File: config.mk
export PLATFORM = sky130hd
export DESIGN_NAME = vga_trace_plotter
export DESIGN_NICKNAME = d
export VERILOG_FILES = /design/src/rtl/vga_trace_plotter.sv
export SDC_FILE = /design/constraint.sdc
export NUM_CORES = 1
export LEC_CHECK = 0
export BUFFER_PORTS_ARGS = -buffer_cell sky130_fd_sc_hd__buf_4
export CORE_UTILIZATION = 55
export DETAILED_ROUTE_END_ITERATION = 10
export PLACE_DENSITY_LB_ADDON = 0.15
export SETUP_SLACK_MARGIN = 0.2
export SLEW_MARGIN = 20
export SYNTH_ARGS = -nofsm -noshare
export SYNTH_HDL_FRONTEND = slang
export SYNTH_SLANG_ARGS = --single-unit
File: constraint.sdc
create_clock -name clk50 -period 2.8 [get_ports clk50]
set_input_delay 0.56 -clock clk50 [delete_from_list [all_inputs] [get_ports clk50]]
set_output_delay 0.56 -clock clk50 [all_outputs]
set_load 0.005 [all_outputs]
File: src/rtl/vga_trace_plotter.sv
// VGA timing generator with CHANNELS fixed-point line traces y = slope*x + offset.
// Define VGA_TRACE_GRID_EN to draw a half-intensity 64-pixel grid behind the traces.
module vga_trace_plotter #(
    parameter int H_VISIBLE = 640,
    parameter int H_FRONT   = 16,
    parameter int H_SYNC    = 96,
    parameter int H_BACK    = 48,
    parameter int V_VISIBLE = 480,
    parameter int V_FRONT   = 10,
    parameter int V_SYNC    = 2,
    parameter int V_BACK    = 33,
    parameter int PIX_DIV   = 2,
    parameter int CHANNELS  = 4,
    parameter int DATA_W    = 16,
    parameter int FRAC_W    = 4,
    parameter int COLOR_W   = 3,
    localparam int CH_W     = (CHANNELS > 1) ? $clog2(CHANNELS) : 1
) (
    input  logic               clk50,
    input  logic               rst_n,
    input  logic               cfg_wr,
    input  logic [CH_W-1:0]    cfg_ch,
    input  logic               cfg_en,
    input  logic [DATA_W-1:0]  cfg_slope,
    input  logic [DATA_W-1:0]  cfg_offset,
    input  logic [COLOR_W-1:0] cfg_color,
    output logic               cfg_pending,
    output logic               frame_start,
    output logic [COLOR_W-1:0] pixel,
    output logic               hsync,
    output logic               vsync
);
    localparam int H_TOTAL = H_VISIBLE + H_FRONT + H_SYNC + H_BACK;
    localparam int V_TOTAL = V_VISIBLE + V_FRONT + V_SYNC + V_BACK;
    localparam int X_W     = ($clog2(H_TOTAL) > 6) ? $clog2(H_TOTAL) : 6;
    localparam int Y_W     = ($clog2(V_TOTAL) > 6) ? $clog2(V_TOTAL) : 6;
    localparam int DIV_W   = (PIX_DIV > 1) ? $clog2(PIX_DIV) : 1;
    localparam int ACC_W   = DATA_W + 11;

    localparam logic [X_W-1:0]   X_LAST   = X_W'(H_TOTAL - 1);
    localparam logic [X_W-1:0]   X_VIS    = X_W'(H_VISIBLE);
    localparam logic [X_W-1:0]   HS_BEG   = X_W'(H_VISIBLE + H_FRONT);
    localparam logic [X_W-1:0]   HS_END   = X_W'(H_VISIBLE + H_FRONT + H_SYNC);
    localparam logic [Y_W-1:0]   Y_LAST   = Y_W'(V_TOTAL - 1);
    localparam logic [Y_W-1:0]   Y_VIS    = Y_W'(V_VISIBLE);
    localparam logic [Y_W-1:0]   VS_BEG   = Y_W'(V_VISIBLE + V_FRONT);
    localparam logic [Y_W-1:0]   VS_END   = Y_W'(V_VISIBLE + V_FRONT + V_SYNC);
    localparam logic [DIV_W-1:0] DIV_LAST = DIV_W'(PIX_DIV - 1);

    typedef struct packed {
        logic               en;
        logic [DATA_W-1:0]  slope;
        logic [DATA_W-1:0]  offset;
        logic [COLOR_W-1:0] color;
    } chan_t;

    function automatic logic signed [ACC_W-1:0] sext(input logic [DATA_W-1:0] v);
        return {{(ACC_W - DATA_W){v[DATA_W-1]}}, v};
    endfunction

    chan_t                    shd_r [CHANNELS];
    chan_t                    act_r [CHANNELS];
    logic signed [ACC_W-1:0]  acc_r [CHANNELS];
    logic [DIV_W-1:0]         div_r;
    logic [X_W-1:0]           x_r;
    logic [Y_W-1:0]           y_r;
    logic [COLOR_W-1:0]       color1_r;
    logic                     hs1_r;
    logic                     vs1_r;
    logic                     pix_ce_s;
    logic                     commit_s;
    logic                     wr_ok_s;
    logic [CHANNELS-1:0]      hit_s;
    logic                     hit_any_s;
    logic [COLOR_W-1:0]       color_s;
    logic [COLOR_W-1:0]       pix_next_s;
    logic                     vis_s;

    assign pix_ce_s = (div_r == DIV_LAST);
    assign commit_s = pix_ce_s && (x_r == X_LAST) && (y_r == Y_LAST);
    assign wr_ok_s  = cfg_wr && ({1'b0, cfg_ch} < (CH_W + 1)'(CHANNELS));
    assign vis_s    = (x_r < X_VIS) && (y_r < Y_VIS);

    // pixel-tick divider
    always_ff @(posedge clk50 or negedge rst_n) begin
        if (!rst_n) begin
            div_r <= {DIV_W{1'b0}};
        end else if (pix_ce_s) begin
            div_r <= {DIV_W{1'b0}};
        end else begin
            div_r <= div_r + DIV_W'(1);
        end
    end

    // raster position counters (stage 0)
    always_ff @(posedge clk50 or negedge rst_n) begin
        if (!rst_n) begin
            x_r <= {X_W{1'b0}};
            y_r <= {Y_W{1'b0}};
        end else if (pix_ce_s) begin
            if (x_r == X_LAST) begin
                x_r <= {X_W{1'b0}};
                y_r <= (y_r == Y_LAST) ? {Y_W{1'b0}} : y_r + Y_W'(1);
            end else begin
                x_r <= x_r + X_W'(1);
            end
        end
    end

    // shadow/active channel settings; a write on the commit cycle lands in shadow only
    always_ff @(posedge clk50 or negedge rst_n) begin
        if (!rst_n) begin
            for (int i = 0; i < CHANNELS; i++) begin
                shd_r[i] <= '0;
                act_r[i] <= '0;
            end
            cfg_pending <= 1'b0;
            frame_start <= 1'b0;
        end else begin
            for (int i = 0; i < CHANNELS; i++) begin
                if (wr_ok_s && (cfg_ch == CH_W'(i))) begin
                    shd_r[i] <= '{en: cfg_en, slope: cfg_slope, offset: cfg_offset, color: cfg_color};
                end
                if (commit_s) begin
                    act_r[i] <= shd_r[i];
                end
            end
            frame_start <= commit_s;
            cfg_pending <= wr_ok_s ? 1'b1 : (commit_s ? 1'b0 : cfg_pending);
        end
    end

    // per-channel accumulators track offset + slope*x alongside the counters
    always_ff @(posedge clk50 or negedge rst_n) begin
        if (!rst_n) begin
            for (int i = 0; i < CHANNELS; i++) begin
                acc_r[i] <= {ACC_W{1'b0}};
            end
        end else if (pix_ce_s) begin
            for (int i = 0; i < CHANNELS; i++) begin
                if (x_r == X_LAST) begin
                    acc_r[i] <= sext(commit_s ? shd_r[i].offset : act_r[i].offset);
                end else if (x_r < X_VIS) begin
                    acc_r[i] <= acc_r[i] + sext(act_r[i].slope);
                end
            end
        end
    end

    // hit detection; a non-negative acc lets the integer part be compared directly
    always_comb begin
        hit_s = {CHANNELS{1'b0}};
        for (int i = 0; i < CHANNELS; i++) begin
            hit_s[i] = act_r[i].en && !acc_r[i][ACC_W-1] &&
                       (acc_r[i][ACC_W-1:FRAC_W] == {{(ACC_W - FRAC_W - Y_W){1'b0}}, y_r});
        end
    end

    // priority select: scanning downwards leaves the lowest hitting index
    always_comb begin
        color_s   = {COLOR_W{1'b0}};
        hit_any_s = 1'b0;
        for (int i = CHANNELS - 1; i >= 0; i--) begin
            if (hit_s[i]) begin
                color_s   = act_r[i].color;
                hit_any_s = 1'b1;
            end else begin
                color_s   = color_s;
                hit_any_s = hit_any_s;
            end
        end
    end

    // background and visibility masking
    always_comb begin
        pix_next_s = {COLOR_W{1'b0}};
        if (!vis_s) begin
            pix_next_s = {COLOR_W{1'b0}};
        end else if (hit_any_s) begin
            pix_next_s = color_s;
`ifdef VGA_TRACE_GRID_EN
        end else if ((x_r[5:0] == 6'd0) || (y_r[5:0] == 6'd0)) begin
            pix_next_s = {1'b0, {(COLOR_W - 1){1'b1}}};
`endif
        end else begin
            pix_next_s = {COLOR_W{1'b0}};
        end
    end

    // stage 1 and stage 2 registers; syncs share the pixel's delay
    always_ff @(posedge clk50 or negedge rst_n) begin
        if (!rst_n) begin
            color1_r <= {COLOR_W{1'b0}};
            hs1_r    <= 1'b1;
            vs1_r    <= 1'b1;
            pixel    <= {COLOR_W{1'b0}};
            hsync    <= 1'b1;
            vsync    <= 1'b1;
        end else if (pix_ce_s) begin
            color1_r <= pix_next_s;
            hs1_r    <= !((x_r >= HS_BEG) && (x_r < HS_END));
            vs1_r    <= !((y_r >= VS_BEG) && (y_r < VS_END));
            pixel    <= color1_r;
            hsync    <= hs1_r;
            vsync    <= vs1_r;
        end
    end
endmodule

==> results of run 1 <==
## sequential cells by signal, indices dropped and copies added, names as in the netlist
signal       cells
shd_r          144
frame_start      1
pixel            3
div_r            1
y_r             10
color1_r         3
hs1_r            1
x_r             10
hsync            1
act_r          144
vsync            1
vs1_r            1
cfg_pending      1
acc_r          108
## power breakdown
| part | internal, mW | leakage [nW] | switching [mW] |
|---|---|---|---|
| clock | 3.75 | 0.771 | 2.66 |
| combinational | 0.375 | 7.45 | 0.332 |
| sequential | 6.60 | 5.65 | 0.207 |
| total | 10.7 | 13.9 | 3.20 |
## worst max-delay path: stages (launching register included)
cell,delay [ns]
dfrtp_1,0.36
ha_2,0.19
inv_2,0.04
fa_2,0.36
nor2b_4,0.16
o2111ai_4,0.16
a211oi_4,0.32
o22ai_2,0.12
o31a_1,0.28
a211o_1,0.31
nand2b_4,0.16
o21a_1,0.16
o211ai_1,0.17
## repair_timing
| item | CTS | global route |
|---|---|---|
| endpoints found under the setup margin | 62 | 108 |
| hold endpoints to repair | 56 | 0 |
| pin swaps | 37 | 117 |
| hold buffers | 1 | 0 |
| gates cloned | 5 | 10 |
| buffers inserted | 17 | 60 |
| gates resized for setup | 81 | 266 |
## area by class of cell
class / instances / area [µm²]
fillers: 2958 / 12000
flip-flops and latches: 429 / 10700
repair buffers: 260 / 2560
clock inverters: 20 / 322
well taps: 525 / 657
clock buffers: 63 / 1260
multi-input cells: 1800 / 12400
diodes: 2 / 5.00
inverters: 30 / 113
## kinds of logic after synthesis
group	Yosys count
xor+xnor	131
simple gates	911
compound gates	484
flops	429
mux	160
fa+ha+maj	112
buf+inv	135
## final timing paths
check / endpoint / slack (ns) / from / depth (start not counted)
max: acc_r[51] / -0.07 / acc_r[27] / 12
min: cfg_pending / 0.17 / cfg_wr / 2
max in group asynchronous: act_r[115] / 1.37 / rst_n / 3
max reg2reg: acc_r[51] / -0.07 / acc_r[27] / 12
min in group asynchronous: acc_r[20] / 0.53 / rst_n / 2
min reg2reg: act_r[60] / 0.46 / shd_r[60] / 2
## layout by cell type (no fill, tap or decap), types with 60 or more instances in the layout
master,synthesis,final
a21oi_1,169,124
nor2_1,126,119
a21o_1,61,60
buf_4,0,197
nand2_1,578,507
o21ai_0,119,73
mux2_2,152,152
ha_1,108,90
dfrtp_1,425,422
xnor2_1,90,87
## metal layers
metal	part of all wire [%]	vias to the layer above	GRT usage (%)
met2	47	625	51.8
met4	3.8	0	10.8
met1	42	9264	43.1
met3	6.9	155	5.40
met5	0	-	0
li1	-	8637	-
==> results.ini, run 1 <==
[logic_synthesis]
synth-main-ff-cell=dfrtp_1
ys_seq_elements=429
yosysMostFrequentCell=nand2_1
ys.warnings.count=0
avgSynthCellArea_um2=9.53
synthAdderAreaFrac_pct=6.36
post-synth-top-area-fraction_pct=47.2
synth_top_cells_by_count=nand2_1, dfrtp_1, a21oi_1
yosys.area_share.simple_pct=17.4
synth-edff-count=0
synth_compound_area_share_pct=13.0
synthArstFlopShare_pct=100
synth_area_um2=22500
synth_xor_area_share_pct=5.10
synth.largest_area_cell=dfrtp_1
synth.area.top_cells=dfrtp_1, nand2_1, mux2_2, ha_1, a21oi_1
syn_nets=2515
synthMuxAreaShare_pct=7.96
postSynthCellCount=2362
synth_top_family_by_area=simple AND/OR/NAND/NOR gates
synth-seq-area-share_pct=47.7
synth.distinct_cells=71

[status]
violations=setup timing
outcome=complete, but fails checks

[timing]
drv_slew=0
finClkSkew_ns=0.0523
hold_viol=0
slew_headroom_pct=53.3
rsz0062_at_grt=true
fin_crit_ns=2.87
layout_setup_ws_ns=-0.0703
clock.fmax_mhz=348
finalSetupViolCount=4
tightest_slew_ns=0.700
tns_ns=-0.130
holdWs_ns=0.167
fin_crit_sh_pct=103

[detailed_routing]
viasPerCell=5.97
vias=18700
drt_iter0_drc=1385
drtPass1Iterations=5
detail-route-antenna-nets=0
routedWlPerCell_um=21.9
routed_wl_mm=68.5
drc=0

[global_routing]
grt_use_total_pct=31.8
grt_pass1_vias=18200
grt_pass1_wl_mm=102
grt_max_degree=76
antenna_found_initial=3
overflow=0

[critical_path]
crit_type=flop to flop
end_kind=flop
critical_path_arrival_ns=3.40
cp_max_fo=3
start_kind=flop
required_ns=3.33

[power_and_ir_drop]
leakagePower_nw=13.9
irDropWorstVdd_uv=614
p_per_area_nw_per_um2=496
power_mw=13.9

[clocking]
h-tree-depth=2
insertion_delay_ns=0.62
cts_tree=done
cts.path.max_buffers=3
clkTransAtPathRegs_ns=0.06
cts_made_buffers=46
root_buffer=clkbuf_16
cts.sinks=429

[final_layout]
area_growth_syn_to_layout_pct=24.6
fin_cells=3129
final_core_util_pct=70.0
drive_gt1_share_pct=27.7
final_area_um2=28100
num-nets-final=2720

[placed_design]
dpl.hpwl_mm=43.2
port_buffers=47
dp_cells=2951
gp_congestion=0.915
dpl_cell_area_um2=24400
dp_slack_ns=-0.217

[run]
max_cap_violations=0

[worst_hold_path]
hold_class=input pin to flop

[die]
die_h_um=204
row_count=73
dieArea_um2=41700
core_area_um2=40100
io_pins=48
die_x_um=204
initial_core_util_pct=56.1

Note: power is estimated with default switching activity, not from simulation.
==> run 2, diff against run 1 <==
- RECOVER_POWER: default -> 25
==> results.ini, run 2 (synthesis results as in run 1) <==
[status]
outcome=complete, but fails checks
violations=capacitance limit, slew limit, setup timing

[final_layout]
final_cell_mix=nand2_1, dfrtp_1, buf_4
drive_gt1_share_pct=27.4  ; -0.23 points
final_core_util_pct=69.8  ; -0.17 points
area_growth_syn_to_layout_pct=24.3
reg_top3=act_r: 144 flops, shd_r: 144 flops, acc_r: 108 flops
fin_cells=3129  ; unchanged
mostFrequentLayoutCell=nand2_1
num-nets-final=2720  ; unchanged

[die]
die_x_um=204  ; unchanged
die_h_um=204  ; unchanged
dieArea_um2=41700  ; unchanged
initial_core_util_pct=56.1  ; unchanged
row_count=73  ; unchanged
core_area_um2=40100  ; unchanged
io_pins=48  ; unchanged

[power_and_ir_drop]
irDropWorstVdd_uv=613  ; about the same
p_per_area_nw_per_um2=497  ; +0.20%
leakagePower_nw=13.8  ; -0.19%

[timing]
clock.fmax_mhz=347  ; -0.27%
drv_slew=62  ; +62
finalSetupViolCount=4  ; unchanged
fin_crit_ns=2.88  ; +0.00782 ns
finClkSkew_ns=0.0555  ; +0.00324 ns
fin_crit_sh_pct=103  ; +0.28 points
holdWs_ns=0.207  ; +0.0393 ns
tightest_slew_ns=1.99  ; +1.29 ns
rsz0062_at_grt=true
slew_headroom_pct=-32.8  ; -86 points
layout_setup_ws_ns=-0.0781  ; -0.00782 ns
hold_viol=0  ; unchanged

[critical_path]
cp_top_family=compound AO/OA/AOI/OAI gates
end_kind=flop
start_kind=flop
crit_path_cell_trace=ha_2 -> inv_2 -> fa_2 -> nor2b_4 -> o2111ai_4 -> a211oi_4 -> o22ai_2 -> o31a_1 -> a211o_1 -> nand2b_4 -> o21a_1 -> o211ai_1
cp_max_fo=3  ; unchanged
crit_type=flop to flop
slowest_delay_ns=0.36  ; about the same
reg2regPathDepth=12  ; unchanged
crit_cells=12  ; unchanged
cp_num_buf_inv=1  ; unchanged
required_ns=3.33  ; about the same
critical_path_arrival_ns=3.41  ; about the same
slowest_stage=dfrtp_1

[detailed_routing]
drc=0  ; unchanged
routed_wl_mm=68.6  ; +0.11%
viasPerCell=5.97  ; about the same
drtPass1Iterations=5  ; unchanged
vias=18700  ; -0.037%
drt_iter0_drc=1352  ; -2.4%
detail-route-antenna-nets=0  ; unchanged
routedWlPerCell_um=21.9  ; +0.11%

[global_routing]
overflow=0  ; unchanged
grt_max_degree=76  ; unchanged
antenna_found_initial=3  ; unchanged
grt_use_total_pct=31.8  ; unchanged
grt_pass1_wl_mm=102  ; unchanged
grt_pass1_vias=18200  ; unchanged

[clocking]
cts_tree=done
cts_made_buffers=46  ; unchanged
insertion_delay_ns=0.62  ; about the same
cts.sinks=429  ; unchanged
clkTransAtPathRegs_ns=0.06  ; about the same
cts.path.max_buffers=3  ; unchanged
root_buffer=clkbuf_16
h-tree-depth=2  ; unchanged

[placed_design]
gp_congestion=0.915  ; unchanged
port_buffers=47  ; unchanged
dpl.hpwl_mm=43.2  ; unchanged
dp_cells=2951  ; unchanged
dp_slack_ns=-0.217  ; unchanged

[worst_hold_path]
min_delay_path_depth=2  ; unchanged
hold_class=input pin to flop

[run]
max_cap_violations=1  ; +1

run 2: path summary, 6_finish.rpt:
| path | from | end | slack, ns |
|---|---|---|---|
| max in group asynchronous | rst_n | act_r[33] | 0.19 |
| min in group asynchronous | rst_n | acc_r[20] | 1.07 |
| setup / recovery | acc_r[27] | acc_r[51] | -0.08 |
| hold reg to reg | shd_r[60] | act_r[60] | 0.46 |
| hold / removal | cfg_color[1] | shd_r[1] | 0.21 |
| setup reg to reg | acc_r[27] | acc_r[51] | -0.08 |
run 2: layout make-up:
cell class / instances / area [µm²]
fill: 2972 / 12100
clock inverter: 20 / 322
timing repair buffer: 260 / 2500
tap: 525 / 657
antenna: 2 / 5.00
multi-input combinational: 1800 / 12400
sequential: 429 / 10700
inverter: 30 / 113
clock buffer: 63 / 1260
run 2: stage by stage:
| step | TNS, ns | total power [mW] | area, µm² |
|---|---|---|---|
| finish | -0.152 | 13.9 | 28000 |
| global route | -5.94 | 14.3 | 28000 |
| CTS | -0.284 | 14.0 | 26500 |
| detailed placement | -0.929 | 7.61 | 24400 |
| global placement | -0.408 | 7.56 | 24400 |
| floorplan | 0 | 7.24 | 22600 |
run 2: power by group:
group	switching, mW	internal (mW)
clock network	2.65	3.75
registers	0.208	6.60
logic	0.332	0.371
total	3.19	10.7
run 2: what timing repair did:
item / 4_1_cts / 5_1_grt
pin swaps: 37 / 117
gates cloned: 5 / 10
endpoints found under the hold margin: 56 / 0
resized for setup: 81 / 266
hold buffers: 1 / 0
setup buffers: 17 / 60
setup endpoints to repair: 62 / 108
run 2: routing by layer:
| metal | vias to the layer above | part of all wire (%) | track usage (%) |
|---|---|---|---|
| met3 | 151 | 6.9 | 5.40 |
| li1 | 8633 | - | - |
| met4 | 0 | 3.6 | 10.8 |
| met1 | 9245 | 42 | 43.1 |
| met5 | - | 0 | 0 |
| met2 | 645 | 47 | 51.8 |
